$ cat src/rtl/fifo_pkg.sv
// Shared sizing helpers and default thresholds for the fifo_prefetch family.
package fifo_pkg;

  localparam int unsigned AE_THRESH_DEF = 2;
  localparam int unsigned AF_MARGIN_DEF = 2;

  // Fill level must represent 0..DEPTH+2 (memory + in-flight read + two stage entries).
  function automatic int unsigned fill_width(input int unsigned log2_depth);
    return $clog2((32'd1 << log2_depth) + 32'd2) + 1;
  endfunction

endpackage

$ cat src/rtl/fifo_mem_1r1w.sv
// Behavioural 1R1W memory, WIDTH x 2**ADDR_W, registered read data (1-cycle latency), no array reset.
module fifo_mem_1r1w #(
  parameter int unsigned WIDTH  = 8,
  parameter int unsigned ADDR_W = 4
) (
  input  logic              clk,
  input  logic              we,
  input  logic [ADDR_W-1:0] waddr,
  input  logic [WIDTH-1:0]  wdata,
  input  logic              re,
  input  logic [ADDR_W-1:0] raddr,
  output logic [WIDTH-1:0]  rdata
);

  localparam int unsigned DEPTH = 2 ** ADDR_W;

  logic [WIDTH-1:0] mem_q [DEPTH];

  always_ff @(posedge clk) begin
    if (we) mem_q[waddr] <= wdata;
    if (re) rdata <= mem_q[raddr];
  end

endmodule

$ cat src/rtl/fifo_prefetch.sv
// Single-clock FIFO: 1R1W memory plus a two-entry prefetch stage giving registered qout at 1 word/cycle.
// Optional peak_level output enabled by defining FIFO_PEAK_LEVEL_EN.
module fifo_prefetch
  import fifo_pkg::*;
#(
  parameter int unsigned WIDTH         = 8,
  parameter int unsigned LOG2_OF_DEPTH = 4,
  parameter int unsigned AF_THRESH     = (2 ** LOG2_OF_DEPTH) - AF_MARGIN_DEF,
  parameter int unsigned AE_THRESH     = AE_THRESH_DEF
) (
  input  logic                                 clk,
  input  logic                                 arst_n_in,
  input  logic [WIDTH-1:0]                     din,
  input  logic                                 input_valid,
  output logic                                 input_ready,
  output logic [WIDTH-1:0]                     qout,
  output logic                                 output_valid,
  input  logic                                 output_ready,
  input  logic                                 flush,
  output logic [fill_width(LOG2_OF_DEPTH)-1:0] fill_level,
  output logic                                 almost_full,
  output logic                                 almost_empty
`ifdef FIFO_PEAK_LEVEL_EN
  ,
  output logic [fill_width(LOG2_OF_DEPTH)-1:0] peak_level
`endif
);

  localparam int unsigned DEPTH = 2 ** LOG2_OF_DEPTH;
  localparam int unsigned AW    = LOG2_OF_DEPTH + 1;
  localparam int unsigned FW    = fill_width(LOG2_OF_DEPTH);

  typedef struct packed {
    logic             valid;
    logic [WIDTH-1:0] data;
  } stage_entry_t;

  if ((AF_THRESH > DEPTH + 2) || (AE_THRESH >= AF_THRESH)) begin : g_param_check
    $error("fifo_prefetch: illegal AF_THRESH/AE_THRESH combination");
  end

  logic [AW-1:0]    waddr_q, waddr_d, raddr_q, raddr_d;
  logic [FW-1:0]    fill_q, fill_d;
  stage_entry_t     head_q, head_d, tail_q, tail_d;
  stage_entry_t     land_e, seq0, seq1;
  logic             inflight_q, inflight_d;
  logic [WIDTH-1:0] rdata;
  logic             mem_full, mem_empty, wr_fire, pop, issue;
  logic [1:0]       occ;

  assign mem_empty    = (waddr_q == raddr_q);
  assign mem_full     = ((waddr_q - raddr_q) == AW'(DEPTH));
  assign input_ready  = !mem_full && !flush;
  assign wr_fire      = input_valid && input_ready;
  assign output_valid = head_q.valid || inflight_q;
  assign pop          = output_valid && output_ready;
  // With the stage empty, a word landing this cycle is presented straight from the memory read register.
  assign qout         = (!head_q.valid && inflight_q) ? rdata : head_q.data;
  assign occ          = 2'(head_q.valid) + 2'(tail_q.valid) + 2'(inflight_q);
  assign issue        = !mem_empty && ((occ < 2'd2) || pop);

  assign fill_level   = fill_q;
  assign almost_full  = (fill_q >= FW'(AF_THRESH));
  assign almost_empty = (fill_q <= FW'(AE_THRESH));

  fifo_mem_1r1w #(
    .WIDTH (WIDTH),
    .ADDR_W(LOG2_OF_DEPTH)
  ) u_mem (
    .clk  (clk),
    .we   (wr_fire),
    .waddr(waddr_q[LOG2_OF_DEPTH-1:0]),
    .wdata(din),
    .re   (issue),
    .raddr(raddr_q[LOG2_OF_DEPTH-1:0]),
    .rdata(rdata)
  );

  // Ordered view of stored words is head, tail, landing word; a pop drops the first.
  always_comb begin
    land_e.valid = inflight_q;
    land_e.data  = rdata;
    seq0         = head_q.valid ? head_q : land_e;
    seq1         = '0;
    if (tail_q.valid)      seq1 = tail_q;
    else if (head_q.valid) seq1 = land_e;
    head_d     = pop ? seq1 : seq0;
    tail_d     = pop ? '0 : seq1;
    waddr_d    = waddr_q + AW'(wr_fire);
    raddr_d    = raddr_q + AW'(issue);
    inflight_d = issue;
    fill_d     = fill_q + FW'(wr_fire) - FW'(pop);
    if (flush) begin
      waddr_d    = '0;
      raddr_d    = '0;
      head_d     = '0;
      tail_d     = '0;
      inflight_d = 1'b0;
      fill_d     = '0;
    end
  end

  always_ff @(posedge clk or negedge arst_n_in) begin
    if (!arst_n_in) begin
      waddr_q    <= '0;
      raddr_q    <= '0;
      head_q     <= '0;
      tail_q     <= '0;
      inflight_q <= 1'b0;
      fill_q     <= '0;
    end else begin
      waddr_q    <= waddr_d;
      raddr_q    <= raddr_d;
      head_q     <= head_d;
      tail_q     <= tail_d;
      inflight_q <= inflight_d;
      fill_q     <= fill_d;
    end
  end

`ifdef FIFO_PEAK_LEVEL_EN
  logic [FW-1:0] peak_q, peak_d;

  always_comb begin
    peak_d = (fill_q > peak_q) ? fill_q : peak_q;
    if (flush) peak_d = '0;
  end

  always_ff @(posedge clk or negedge arst_n_in) begin
    if (!arst_n_in) peak_q <= '0;
    else            peak_q <= peak_d;
  end

  assign peak_level = peak_q;
`endif

endmodule

$ cat config.mk
export PLATFORM = sky130hd
export DESIGN_NAME = fifo_prefetch
export DESIGN_NICKNAME = d
export VERILOG_FILES = /design/src/rtl/fifo_pkg.sv /design/src/rtl/fifo_mem_1r1w.sv /design/src/rtl/fifo_prefetch.sv
export SDC_FILE = /design/constraint.sdc
export NUM_CORES = 1
export LEC_CHECK = 0
export ABC_AREA = 1
export BUFFER_PORTS_ARGS = -buffer_cell sky130_fd_sc_hd__buf_2
export CAP_MARGIN = 20
export CORE_ASPECT_RATIO = 0.75
export CORE_MARGIN = 2
export CORE_UTILIZATION = 55
export CTS_CLUSTER_DIAMETER = 40
export CTS_CLUSTER_SIZE = 12
export DETAILED_ROUTE_END_ITERATION = 6
export PLACE_DENSITY = 0.72
export SYNTH_ARGS = -nofsm -noshare
export SYNTH_HDL_FRONTEND = slang
export SYNTH_SLANG_ARGS = --single-unit
$ cat constraint.sdc
create_clock -name clk -period 6.4 [get_ports clk]
set_input_delay 1.28 -clock clk [delete_from_list [all_inputs] [get_ports clk]]
set_output_delay 1.28 -clock clk [all_outputs]
set_load 0.05 [all_outputs]
==> results.sh <==
export IMPL_die_h_um=106
export IMPL_numClockSinks=171
export IMPL_synth_warnings=0
export IMPL_overflow=0
export IMPL_hold_start="waddr_q[4]$_DFF_PN0_"
export IMPL_async_reset_ff_share_pct=20.5
export IMPL_avgSynthCellArea_um2=11.0
export IMPL_r2r_cells=17
export IMPL_drv_cap=0
export IMPL_cts_resized=0
export IMPL_antenna_found_initial=0
export IMPL_numCtsBuffers=17
export IMPL_postCtsSetupBuffers=0
export IMPL_start_util_pct=55.8
export IMPL_wl_met3_um=1220
export IMPL_arrival_ns=3.21
export IMPL_timing_rr_start="raddr_q[2]$_DFF_PN0_"
export IMPL_grt_pass1_wl_um=27300
export IMPL_syn_area_mm2=0.00757
export IMPL_grt_max_degree=68
export IMPL_synth_seq_cells=171
export IMPL_hold_violations=0
export IMPL_worst_pin_slew_ns=0.917
export IMPL_dpl_hpwl_um=10500
export IMPL_wirelength_um=17000
export IMPL_vias_per_cell=5.74
export IMPL_diodes=0
export IMPL_setup_viol=0
export IMPL_r2r_setup_slack_ns=2.16
export IMPL_path_max_fanout=23
export IMPL_layout_commonest_cell="edfxtp_1"
export IMPL_cts_hold_fix_buffers=0
export IMPL_whs_path_depth=1
export IMPL_postSynthCellCount=686
export IMPL_hp_class="reg2reg"
export IMPL_final_cell_mix="edfxtp_1, nor2_1, nand2_1, o21ai_0, inv_1"
export IMPL_die_w_um=139
export IMPL_clock_skew_ns=0.0118
export IMPL_final_area_mm2=0.00835
export IMPL_htree_levels=4
export IMPL_gp_congestion=0.896
export IMPL_power_leakage_nw=3.15
export IMPL_clockRootBuffer="clkbuf_16"
export IMPL_required_ns=5.12
export IMPL_synth_top_area_share_pct=54.0
export IMPL_slew_viol_final=0
export IMPL_synth_area_leader_cell="edfxtp_1"
export IMPL_top_layer="met4"
export IMPL_synth_distinct_cells=34
export IMPL_grt_use_total_pct=24.7
export IMPL_fin_crit_ns=4.49
export IMPL_dr_wl_met2_um=7830
export IMPL_rsz0062_at_grt="no"
export IMPL_critPathKind="reg2out"
export IMPL_cts_tree="built"
export IMPL_outcome="finished clean"
export IMPL_core_area_mm2=0.0136
export IMPL_rows=37
export IMPL_relSlewSlack_pct=38.7
export IMPL_holdPathEnd="waddr_q[4]$_DFF_PN0_"
export IMPL_finalCritPeriodShare_pct=70.2
export IMPL_max_vdd_ir_drop_v=0.000282
export IMPL_wl_met1_um=7750
export IMPL_tns_ns=0
export IMPL_area_growth_pct=10.3
export IMPL_grt_pass1_vias=5000
export IMPL_syn_nets=722
export IMPL_p_per_area_mw_per_mm2=417
export IMPL_critPathLaunchType="flop"
export IMPL_r2r_end="fill_level[4]$_DFF_PN0_"
export IMPL_seq_area_frac_synth_pct=65.5
export IMPL_placement_io_buffers=30
export IMPL_end_kind="output port"
export IMPL_ys_flop_type="edfxtp_1"
export IMPL_cts_buffer_depth=2
export IMPL_dpl_cell_area_mm2=0.00779
export IMPL_clkSlewWorstSetupHoldPaths_ns=0.06
export IMPL_synth_edf_count=136
export IMPL_die_area_mm2=0.0147
export IMPL_max_clock_freq_mhz=223
export IMPL_ant_nets=0
export IMPL_drt_pass1_iter_count=5
export IMPL_io_pins=31
export IMPL_vias=5128
export IMPL_drc=0
export IMPL_final_nets=741
export IMPL_wl_per_cell_um=19.1
export IMPL_clk_insertion_delay_late_ns=0.44
export IMPL_drtIter0Drc=529
export IMPL_drive_above_1_share_pct=11.7
export IMPL_ys_top_cells_by_area="edfxtp_1, dfrtp_1, nor2_1, o21ai_0, nand2_1"
## kinds of logic (layout without fill, tap and decap cells)
| kind of cell | Yosys count | in the layout | synth area share [%] |
|---|---|---|---|
| compound gates | 145 | 145 | 11.5 |
| simple gates | 255 | 255 | 13.7 |
| buf+inv | 90 | 122 | 5.14 |
| flops | 171 | 171 | 65.5 |
| fa+ha+maj | 23 | 23 | 3.90 |
| xor+xnor | 2 | 2 | 0.231 |
## power breakdown
group	internal, mW	total (mW)	switching (mW)
registers	1.31	1.36	0.0526
logic	0.293	1.13	0.836
clock network	0.569	0.991	0.422
total	2.17	3.48	1.31
## per-layer routing
metal | track usage, % | vias to the layer above
met1 | 37.2 | 2512
met3 | 6.00 | 18
li1 | - | 2415
met2 | 36.1 | 183
met4 | 7.07 | 0
met5 | 0 | -
## cell usage after synthesis, types with 6 or more instances
master / instances
a21oi_1: 24
buf_2: 12
clkbuf_1: 13
dfrtp_1: 35
edfxtp_1: 136
ha_1: 22
inv_1: 54
nand2_1: 85
nand3_1: 25
nor2_1: 130
nor2_2: 9
o211ai_1: 22
o21ai_0: 72
o21ai_2: 8
o221ai_1: 6
## worst max-delay path by stage
stage | slack [ns] | start | to
3_3_place_gp | 2.37 | raddr_q[2]$_DFF_PN0_ | fill_level[4]$_DFF_PN0_
2_1_floorplan | 2.83 | raddr_q[3]$_DFF_PN0_ | input_ready
4_1_cts | 1.91 | raddr_q[2]$_DFF_PN0_ | input_ready
6_report | 1.91 | raddr_q[2]$_DFF_PN0_ | input_ready
3_5_place_dp | 2.20 | raddr_q[2]$_DFF_PN0_ | fill_level[4]$_DFF_PN0_
5_1_grt | 1.72 | raddr_q[2]$_DFF_PN0_ | input_ready
## cell type report
class	instances	area, um^2
fillers	1068	5220
flip-flops and latches	171	4960
multi-input cells	425	2220
clock buffers	19	433
inverters	58	220
well taps	175	219
repair buffers	32	165
clock inverters	13	128
## critical path, stage by stage (launching register included)
cell and delay [ns]:
dfrtp_1 0.86, inv_1 0.50, ha_1 0.50, a21oi_1 0.23, nand3_1 0.12, nand2_1 0.10, nor2_2 0.05, a21oi_1 0.14
buf_2 0.28
## metrics by stage
| stage | hold WS [ns] | total power, mW | instances | setup WS [ns] | util [%] |
|---|---|---|---|---|---|
| after floorplan | 0.454 | 2.22 | 686 | 2.83 | - |
| after global placement | 0.477 | 2.46 | 861 | 2.37 | 57.4 |
| after detailed placement | 0.479 | 2.50 | 861 | 2.20 | 57.4 |
| after CTS | 0.487 | 3.49 | 893 | 1.91 | 61.5 |
| after global routing | 0.523 | 3.66 | 893 | 1.72 | 61.5 |
| final | 0.489 | 3.48 | 893 | 1.91 | 61.5 |
## sequential cells by signal, indices dropped and copies added, names as in the netlist
name	flops
fill_level	6
head_q	9
inflight_q	1
raddr_q	5
tail_q	9
u_mem.mem_q	128
u_mem.rdata	8
waddr_q	5
No activity file was read; power rests on OpenSTA's default activity.
